**config.mk**
```make
export PLATFORM = sky130hd
export DESIGN_NAME = muldiv_unit_flat
export DESIGN_NICKNAME = d
export VERILOG_FILES = /design/src/rtl/muldiv_unit_if.sv /design/src/rtl/muldiv_unit.sv /design/src/flat_wrapper.sv
export SDC_FILE = /design/constraint.sdc
export NUM_CORES = 1
export LEC_CHECK = 0
export BUFFER_PORTS_ARGS = -buffer_cell sky130_fd_sc_hd__buf_4
export CORE_ASPECT_RATIO = 1.2
export CORE_UTILIZATION = 40
export DETAILED_ROUTE_END_ITERATION = 12
export PLACE_DENSITY = 0.56
export SETUP_SLACK_MARGIN = 0.3
export SYNTH_ARGS = -nofsm -noshare
export SYNTH_HDL_FRONTEND = slang
export SYNTH_SLANG_ARGS = --single-unit
```
**constraint.sdc**
```tcl
create_clock -name clk -period 13.51 [get_ports clk]
set_input_delay 0.6755 -clock clk [delete_from_list [all_inputs] [get_ports clk]]
set_output_delay 0.6755 -clock clk [all_outputs]
set_load 0.05 [all_outputs]
```
**src/rtl/muldiv_unit_if.sv**
```systemverilog
// muldiv_unit_if -- request/response bundle for the iterative multiply/divide unit.
//
// Signals (master drives the request side, slave drives the response side):
//   Start      request to begin an operation
//   Kill       synchronous abort of the in-flight operation
//   Operation  operation select, sampled when a request is accepted
//   SrcA       multiplicand / dividend
//   SrcB       multiplier / divisor
//   Busy       high while an operation is iterating
//   Done       one-cycle pulse marking Result valid
//   Result     operation result, held until the next Done or reset
interface muldiv_unit_if #(
  parameter int DATA_WIDTH = 32,
  parameter int OP_WIDTH   = 3
);
  logic                  Start;
  logic                  Kill;
  logic [OP_WIDTH-1:0]   Operation;
  logic [DATA_WIDTH-1:0] SrcA;
  logic [DATA_WIDTH-1:0] SrcB;
  logic                  Busy;
  logic                  Done;
  logic [DATA_WIDTH-1:0] Result;

  modport master (
    output Start, Kill, Operation, SrcA, SrcB,
    input  Busy, Done, Result
  );

  modport slave (
    input  Start, Kill, Operation, SrcA, SrcB,
    output Busy, Done, Result
  );
endinterface

```
**src/rtl/muldiv_unit.sv**
```systemverilog
// muldiv_unit -- iterative integer multiply / divide unit.
//
// Ports:
//   clk    single clock, all state changes on its rising edge
//   reset  asynchronous, active-high reset
//   bus    muldiv_unit_if slave modport (Start/Kill/Operation/SrcA/SrcB in,
//          Busy/Done/Result out)
//
// Operations (Operation[2:0]): 000 MUL, 001 MULH, 010 MULHSU, 011 MULHU,
// 100 DIV, 101 DIVU, 110 REM, 111 REMU.  The core works on operand
// magnitudes for DATA_WIDTH cycles (one shift-add or restoring
// subtract-shift step per cycle) and fixes the sign at the end.  Divide by
// zero and signed DIV/REM overflow bypass the iteration entirely.
module muldiv_unit #(
  parameter int DATA_WIDTH = 32,
  parameter int OP_WIDTH   = 3
) (
  input logic           clk,
  input logic           reset,
  muldiv_unit_if.slave  bus
);
  localparam int W  = DATA_WIDTH;
  localparam int CW = $clog2(DATA_WIDTH);
  localparam logic [W-1:0] MOST_NEG = {1'b1, {(W-1){1'b0}}};

  typedef enum logic [1:0] {IDLE, CALC, FIN} state_t;

  state_t              state;
  logic [CW-1:0]       cnt;
  logic [OP_WIDTH-1:0] op;
  logic                neg;
  logic [W-1:0]        hi;
  logic [W-1:0]        lo;
  logic [W-1:0]        b;
  logic [W-1:0]        result;
  logic                done;

  // Request-side decode: which operands are signed, their magnitudes, the
  // sign to apply to the final answer, and the two bypass cases.
  logic [2:0]   new_op;
  logic         a_signed, b_signed, neg_a, neg_b, neg_flag;
  logic [W-1:0] mag_a, mag_b;
  logic         div_zero, div_ovf;

  always_comb begin
    new_op   = bus.Operation[2:0];
    a_signed = (new_op == 3'b001) || (new_op == 3'b010) ||
               (new_op == 3'b100) || (new_op == 3'b110);
    b_signed = (new_op == 3'b001) || (new_op == 3'b100) || (new_op == 3'b110);
    neg_a    = a_signed & bus.SrcA[W-1];
    neg_b    = b_signed & bus.SrcB[W-1];
    mag_a    = neg_a ? (~bus.SrcA + 1'b1) : bus.SrcA;
    mag_b    = neg_b ? (~bus.SrcB + 1'b1) : bus.SrcB;
    // Remainder follows the dividend; product and quotient follow the XOR.
    neg_flag = (new_op[2] && new_op[1]) ? neg_a : (neg_a ^ neg_b);
    div_zero = new_op[2] && (bus.SrcB == '0);
    div_ovf  = new_op[2] && !new_op[0] && (bus.SrcA == MOST_NEG) && (bus.SrcB == '1);
  end

  // One iteration step.  Multiply: {hi,lo} is a right-shifting product
  // register with the multiplier consumed from lo[0].  Divide: hi is the
  // partial remainder and lo shifts the dividend out while the quotient
  // bits shift in; hi < b always holds, so a successful subtract fits W bits.
  logic [W:0]   mul_sum;
  logic [W:0]   shifted;
  logic [W-1:0] diff;
  logic         sub_ok;
  logic [W-1:0] step_hi, step_lo;

  always_comb begin
    mul_sum = {1'b0, hi} + (lo[0] ? {1'b0, b} : '0);
    shifted = {hi, lo[W-1]};
    sub_ok  = (shifted >= {1'b0, b});
    diff    = W'(shifted - {1'b0, b});
    if (!op[2]) begin
      step_hi = mul_sum[W:1];
      step_lo = {mul_sum[0], lo[W-1:1]};
    end else if (sub_ok) begin
      step_hi = diff;
      step_lo = {lo[W-2:0], 1'b1};
    end else begin
      step_hi = shifted[W-1:0];
      step_lo = {lo[W-2:0], 1'b0};
    end
  end

  // Final answer from the last step's values, with the sign restored.
  logic [2*W-1:0] prod, prod_s;
  logic [W-1:0]   quo_s, rem_s, final_res;

  always_comb begin
    prod   = {step_hi, step_lo};
    prod_s = neg ? (~prod + 1'b1) : prod;
    quo_s  = neg ? (~step_lo + 1'b1) : step_lo;
    rem_s  = neg ? (~step_hi + 1'b1) : step_hi;
    case (op[2:0])
      3'b000:                 final_res = prod_s[W-1:0];
      3'b001, 3'b010, 3'b011: final_res = prod_s[2*W-1:W];
      3'b100, 3'b101:         final_res = quo_s;
      default:                final_res = rem_s;
    endcase
  end

  // Control FSM and datapath registers.  Kill wins over everything and
  // leaves Result untouched.  A request is taken in IDLE or FIN; in FIN
  // this gives back-to-back operation while Done still pulses for the
  // finishing one.  Result only ever receives finished values.
  always_ff @(posedge clk or posedge reset) begin
    if (reset) begin
      state  <= IDLE;
      cnt    <= '0;
      op     <= '0;
      neg    <= 1'b0;
      hi     <= '0;
      lo     <= '0;
      b      <= '0;
      result <= '0;
      done   <= 1'b0;
    end else begin
      done <= 1'b0;
      if (bus.Kill) begin
        state <= IDLE;
      end else begin
        case (state)
          CALC: begin
            hi  <= step_hi;
            lo  <= step_lo;
            cnt <= cnt + 1'b1;
            if (cnt == CW'(W - 1)) begin
              state  <= FIN;
              done   <= 1'b1;
              result <= final_res;
            end
          end
          default: begin
            if (bus.Start) begin
              op  <= bus.Operation;
              neg <= neg_flag;
              cnt <= '0;
              b   <= mag_b;
              if (div_zero) begin
                state  <= FIN;
                done   <= 1'b1;
                result <= new_op[1] ? bus.SrcA : '1;
              end else if (div_ovf) begin
                state  <= FIN;
                done   <= 1'b1;
                result <= new_op[1] ? '0 : MOST_NEG;
              end else begin
                state <= CALC;
                hi    <= '0;
                lo    <= mag_a;
              end
            end else begin
              state <= IDLE;
            end
          end
        endcase
      end
    end
  end

  assign bus.Busy   = (state == CALC);
  assign bus.Done   = done;
  assign bus.Result = result;
endmodule
```
**src/flat_wrapper.sv**
```systemverilog
// flat-port wrapper written by rule: the top's interface ports become plain ports
module muldiv_unit_flat 
#(
  parameter int DATA_WIDTH = 32,
  parameter int OP_WIDTH   = 3
)
  (clk, reset, bus_Start, bus_Kill, bus_Operation, bus_SrcA, bus_SrcB, bus_Busy, bus_Done, bus_Result);
  muldiv_unit_if #(.DATA_WIDTH(DATA_WIDTH), .OP_WIDTH(OP_WIDTH)) bus_i ();
  input logic clk;
  input logic reset;
  input wire logic [$bits(bus_i.Start)-1:0] bus_Start;
  input wire logic [$bits(bus_i.Kill)-1:0] bus_Kill;
  input wire logic [$bits(bus_i.Operation)-1:0] bus_Operation;
  input wire logic [$bits(bus_i.SrcA)-1:0] bus_SrcA;
  input wire logic [$bits(bus_i.SrcB)-1:0] bus_SrcB;
  output wire logic [$bits(bus_i.Busy)-1:0] bus_Busy;
  output wire logic [$bits(bus_i.Done)-1:0] bus_Done;
  output wire logic [$bits(bus_i.Result)-1:0] bus_Result;
  assign bus_i.Start = bus_Start;
  assign bus_i.Kill = bus_Kill;
  assign bus_i.Operation = bus_Operation;
  assign bus_i.SrcA = bus_SrcA;
  assign bus_i.SrcB = bus_SrcB;
  assign bus_Busy = bus_i.Busy;
  assign bus_Done = bus_i.Done;
  assign bus_Result = bus_i.Result;
  muldiv_unit #(.DATA_WIDTH(DATA_WIDTH), .OP_WIDTH(OP_WIDTH)) u_core (.clk(clk), .reset(reset), .bus(bus_i));
endmodule
```
Word level (Yosys, flattened, before mapping)
Index checks and enable logic that the tools add are counted.
Storage, ports and cells
  bits in registers: 140
  input bits: 71
  output and inout port bits: 34
  logic and storage cells: 107
Cells by class
  add/subtract/negate cells: 8
  magnitude comparators: 1
  equal/unequal tests: 17
  multiplexer cells: 41
  bitwise operators: 10
  reductions and logical operators: 21
Operator list (number)
  two-way mux 32 bit: 23
  adder 32 x 1 -> 32 bit, second input constant: 4
  NOT 32 bit: 4
  one-hot mux 32 bit (3 select lines): 1
  adder 64 x 1 -> 64 bit, second input constant: 1
  equality test 32 bit, second input constant: 2
  two-way mux 64 bit: 1
  NOT 64 bit: 1
  adder 32 x 32 -> 33 bit: 1
  greater-or-equal comparator 33 x 32 -> 1 bit: 1
  zero test 32 bit: 1
  subtractor 32 bit: 1
  equality test 3 bit, second input constant: 4
  two-way mux 2 bit: 6
  two-way mux 5 bit: 2
  equality test 3 x 2 -> 1 bit, second input constant: 3
  two-way mux 1 bit: 8
  AND reduction 4 bit: 2
  equality test 3 x 1 -> 1 bit, second input constant: 2
  adder 5 x 1 -> 5 bit, second input constant: 1
  equality test 5 bit, second input constant: 1
  logical AND 1 bit: 5
  logical OR 1 bit: 5
  inequality test 2 bit, second input constant: 2
  14 further kinds: 16

Logic depth before layout (Yosys ltp)
  depth after elaboration: 10
  gate-level depth with buffers: 26
  depth with buffers taken out: 22

Worst setup path before layout
No wires, ideal clock.
  path type: register to register
  start point: register u_core.hi[5]
  end point: register u_core.result[26], in the netlist u_core.bus.Result[26]
  library setup time: 138 ps
  data arrival time: 5162 ps
  path slack: 8210 ps
  cell stages (with the launch flop): 23
  period minus slack after synthesis: 5300 ps
  cell sequence: dfrtp_1 > ha_1 > a21o_1 > a31o_1 > a41o_1 > o311a_2 > nor2_4 > buf_4 > clkbuf_1 > a21oi_1 > inv_1 > ha_1 > o221ai_1 > or2_2 > nor4_1 > nand2_1 > or2_1 > clkbuf_1 > clkbuf_1 > o41ai_2 > xnor2_1 > o221ai_1 > o211ai_1
On the way
  word-level cells in the longest chain between the ends: 9
  elaborated cells between the ends (all ways): 19
  those cells by class: add/sub (5); order compare (1); mux (10); bitwise (3)
RTL lines
  from (decl): RTL line muldiv_unit.sv:32  | logic [W-1:0] hi;
  from (signal assigned): RTL line muldiv_unit.sv:126  | hi <= step_hi;
  subtractor 32 bit or greater-or-equal comparator 33 x 32 -> 1 bit (tied branches): RTL line muldiv_unit.sv:74, muldiv_unit.sv:73
  two-way mux 32 bit or two-way mux 1 bit (tied branches): RTL line muldiv_unit.sv:78  | end else if (sub_ok) begin
  two-way mux 32 bit: RTL line muldiv_unit.sv:75  | if (!op[2]) begin
  NOT 64 bit (tied with other cells): RTL line muldiv_unit.sv:93  | prod_s = neg ? (~prod + 1'b1) : prod;
  adder 64 x 1 -> 64 bit (tied with other cells): RTL line muldiv_unit.sv:93
  two-way mux 64 bit (tied with other cells): RTL line muldiv_unit.sv:93
  one-hot mux 32 bit (3 select lines) (*): RTL line muldiv_unit.sv:96  | case (op[2:0])
  two-way mux 32 bit (*): RTL line muldiv_unit.sv:129  | if (cnt == CW'(W - 1)) begin
  two-way mux 32 bit (*): RTL line muldiv_unit.sv:124  | case (state)
  to (signal assigned): RTL line muldiv_unit.sv:132  | result <= final_res;
  to (signal assigned): RTL line muldiv_unit.sv:144  | result <= new_op[1] ? bus.SrcA : '1;
  to (signal assigned): RTL line muldiv_unit.sv:148  | result <= new_op[1] ? '0 : MOST_NEG;
  to (decl): RTL line muldiv_unit.sv:35  | logic [W-1:0] result;
Every way passes the cells marked *; elsewhere a longest branch is shown, timed or not. The select of a mux whose other input is x is not followed.
A chain may end at the register's enable or synchronous reset.

Worst setup path in the final report
  start point: register u_core.hi[21]
  end point: register u_core.result[4], in the netlist u_core.bus.Result[4]
On the way
  word-level cells in the longest chain between the ends: 9
  elaborated cells between the ends (all ways): 17
  those cells by class: add/sub (3); order compare (1); mux (10); bitwise (3)
RTL lines
  greater-or-equal comparator 33 x 32 -> 1 bit (*): RTL line muldiv_unit.sv:73  | sub_ok = (shifted >= {1'b0, b});
  two-way mux 1 bit or two-way mux 32 bit (tied branches): RTL line muldiv_unit.sv:78
  two-way mux 32 bit: RTL line muldiv_unit.sv:75
  NOT 64 bit (tied with other cells): RTL line muldiv_unit.sv:93
  adder 64 x 1 -> 64 bit (tied with other cells): RTL line muldiv_unit.sv:93
  two-way mux 64 bit (tied with other cells): RTL line muldiv_unit.sv:93
  one-hot mux 32 bit (3 select lines) (*): RTL line muldiv_unit.sv:96
  two-way mux 32 bit (*): RTL line muldiv_unit.sv:129
  two-way mux 32 bit (*): RTL line muldiv_unit.sv:124
Marked as above.

==> key figures <==
Outcome
  • Status: completed

Worst setup path
  • Worst path cell trace: ha_1 -> a21oi_1 -> o21ai_0 -> a221oi_1 -> nand3_1 -> nor2_4 -> a21oi_1 -> inv_1 -> ha_1 -> o221ai_1 -> or2_2 -> nor4_1 -> nand2_1 -> or2_1 -> nand2_1 -> a41oi_1 -> o21ai_0 -> a221oi_1 -> a21oi_1 -> mux2_2
  • R2R Setup Slk: 6.95 ns
  • Worst path slowest cell: nand3_1
  • Top cell by count, worst path: a21oi_1
  • Worst Path Max Fanout: 15
  • Req. time, crit path: 13.91 ns
  • CP Launch Type: flip-flop
  • WP data arrival: 6.96 ns
  • Critical path class: flip-flop to flip-flop
  • Worst path max stage delay: 0.78 ns
  • Crit end category: flip-flop

Clock tree
  • CTS tree: built
  • Setup Fix Bufs, Post-CTS: 0
  • Worst-Skew Late Latency: 0.46 ns
  • Hold_buf cts: 0
  • Resized cells post-CTS: 0
  • Num CTS Buffers: 17
  • Clk Tree Root Cell: clkbuf_16
  • Clock Path Buffers: 2
  • # H-tree levels: 4
  • CTS sink cnt: 140
  • Clock Pin Slew Worst Setup and Hold Paths: 0.07 ns

Final layout
  • Fin cells: 2525
  • Final Net Count: 2181
  • P&R area growth vs syn: 11.7%
  • Fillers: ~3800
  • Proportion of layout cells with a drive suffix above 1: 11.1%

Timing
  • Final-report hold violation count: 0
  • Fmax: 0.152 GHz
  • Worst-Margin Slew: 1.14 ns
  • Fin crit share: approximately half
  • Unrepaired setup endpoints after global routing: no
  • Max-slew headroom: a little under a quarter
  • Post-Route Skew: approximately 0.015 ns
  • Final Slew Violations: 0
  • Setup TNS: 0 ns
  • Final critical-path required period: 6.56 ns
  • Final setup fails: 0

Floorplanning
  • Starting density of the core: 40.7%
  • DIE AREA: 38300 um2
  • Ports: 105
  • Core Rows: 77
  • Placeable core area: 36900 um2
  • Die height: 214 um
  • Die width: 179 um

Logic synthesis
  • Synth top area cells: dfrtp_1 23%, o21ai_0 7.4%, ha_1 5.9%, nand2_1 5.9%, a21oi_1 5.7%
  • Post-synth cell types: 101
  • Synth Flop Type: dfrtp_1
  • Most instantiated library cell after synthesis: nand2_1
  • Yosys reg bits: 140
  • Post-Synthesis Cell Area: 15000 um2
  • Ys Warns: 0
  • Synth Instances: 2003
  • Seq/Total Area, Yosys: 23.3%
  • Area share of the largest cell type after synthesis: 23.3%
  • Post-synth top cells: 236 x nand2_1, 222 x o21ai_0, 171 x a21oi_1
  • Area leader, netlist: dfrtp_1
  • Ys async rst share: 100%
  • EDFF count, synth: 0
  • Syn nets: around 2100
  • Syn_area_per_cell: 7.50 um2

GRT
  • Overall global routing resource usage: 31.6%
  • Initial antenna violation count: 1
  • Global-route wire length before repair: 91.9 mm
  • Maximum number of pins on one net before global-route repair: 78
  • Vias in the first global route: 15100
  • Total grt overflow: 0

Detailed routing
  • Pre-antenna DRT Iters: 5
  • Vias/cell: ~6.2
  • DR iter-0 viols: around 1400
  • Post-Route WL: 59.7 mm
  • Wire per inst: 23.7 um
  • Via Count: between 15000 and 20000
  • Post-DRT Antenna Nets: 0
  • DRC: 0

Worst hold path
  • Hold Crit Class: primary input to async pin

Placed design
  • HPWL Detailed: around 46 mm
  • Placed instance count: ~2500
  • Number of port buffers: about 100
  • RePlAce Congestion: 1.01

Pwr
  • PD cells: between 200 and 250 nW/um2
  • Worst ir drop on vdd: 0.000131 V
  • P_leak: 7.08 nW

Flow run
  • Max cap viols: 0
-- registers in the layout, summed over array words and instances, names as in the netlist --
signal             count
u_core.b              32
u_core.bus.Done        1
u_core.bus.Result     32
u_core.cnt             5
u_core.hi             32
u_core.lo             32
u_core.neg             1
u_core.op              3
u_core.state           2
-- worst max-delay path: cells and delay by family (launching register included) --
family,cells,cell delay (ns)
multiplexers,1,0.16
flip-flops,1,0.42
buffers and inverters,1,0.15
AO/OA/AOI/OAI,9,1.89
AND/OR/NAND/NOR,7,3.31
adder cells (fa/ha/maj),2,0.58
-- area by class of cell --
| type | count | area, um2 | share of cell area, % |
|---|---|---|---|
| Tap cell | 474 | 593 | 3.54 |
| Clock inverter | 13 | 190 | 1.13 |
| Timing Repair Buffer | 129 | 968 | 5.77 |
| Antenna cell | 1 | 2.50 | 0.0149 |
| Inverter | 76 | 290 | 1.73 |
| Multi-Input combinational cell | 1673 | 10800 | 64.3 |
| Sequential cell | 140 | 3510 | 20.9 |
| Clock buffer | 19 | 443 | 2.64 |
-- placed cells by master (no fill, tap or decap), types with 12 or more instances in the layout --
cell	netlist	routed
nand2_1	236	236
o21ai_0	222	222
a21oi_1	171	171
nor2_1	152	150
dfrtp_1	140	138
buf_4	2	129
xnor2_1	89	89
inv_1	75	74
ha_1	71	71
xor2_1	66	66
nand3_1	47	47
nor3_1	46	45
and2_1	42	42
a21o_1	34	34
mux2i_1	34	34
a31oi_1	33	33
nand4_1	32	32
o31ai_1	31	31
o211ai_1	30	30
or3_1	21	21
a22o_1	18	18
clkbuf_16	0	17
nand2b_1	17	16
nor4_1	16	15
mux2_2	15	15
and3_1	14	14
o21a_1	12	12
or4_1	12	12
-- power breakdown --
part | leakage, nW | switching [mW] | internal, mW
Clock | 0.296 | 0.213 | 0.315
Combinational | 4.95 | 1.67 | 0.855
Sequential | 1.83 | 0.130 | 0.508
Total | 7.08 | 2.01 | 1.68
-- final timing paths --
check | startpoint | end | depth (start not counted)
worst min register to register | u_core.bus.Result[1]$_DFFE_PP0P_ | u_core.bus.Result[1]$_DFFE_PP0P_ | 2
max in group asynchronous | reset | u_core.hi[26]$_DFFE_PP0P_ | 3
worst max-delay path | u_core.hi[21]$_DFFE_PP0P_ | u_core.bus.Result[4]$_DFFE_PP0P_ | 20
min in group clk | u_core.bus.Result[1]$_DFFE_PP0P_ | u_core.bus.Result[1]$_DFFE_PP0P_ | 2
worst min-delay path | reset | u_core.lo[3]$_DFFE_PP0P_ | 2
worst max register to register | u_core.hi[21]$_DFFE_PP0P_ | u_core.bus.Result[4]$_DFFE_PP0P_ | 20
-- cell families (layout without fill, tap and decap cells) --
group           Yosys count  after routing  synth area share, %
simple gates            679            679                 21.8
fa+ha+maj                73             73                 6.18
xor+xnor                155            155                 9.04
flops                   140            140                 23.3
buf+inv                 190            237                 5.03
mux                      50             50                 3.47
compound gates          716            716                 31.1
other cells               0              1                    0
-- per-stage QoR --
step / utilization [%] / instance area, um2 / worst slack, ns / power (mW) / hold WS (ns)
after floorplan: - / 15000 / 8.21 / 2.37 / 0.462
after global placement: 43.7 / 16100 / 7.13 / 3.09 / 0.479
after detailed placement: 43.7 / 16100 / 7.04 / 3.09 / 0.484
after CTS: 45.5 / 16800 / 7.01 / 3.63 / 0.382
after global routing: 45.5 / 16800 / 6.38 / 3.92 / 0.412
final: 45.5 / 16800 / 6.95 / 3.69 / 0.323
-- layer usage --
| layer | up-vias | wire (um) | global-route usage, % |
|---|---|---|---|
| met5 | - | 0 | 0 |
| met4 | 0 | 3910 | 19.2 |
| met3 | 125 | 3060 | 3.32 |
| met2 | 615 | 28000 | 50.6 |
| met1 | 7609 | 24800 | 40.4 |
| li1 | 7426 | - | - |
(Power assumes the default switching activity.)
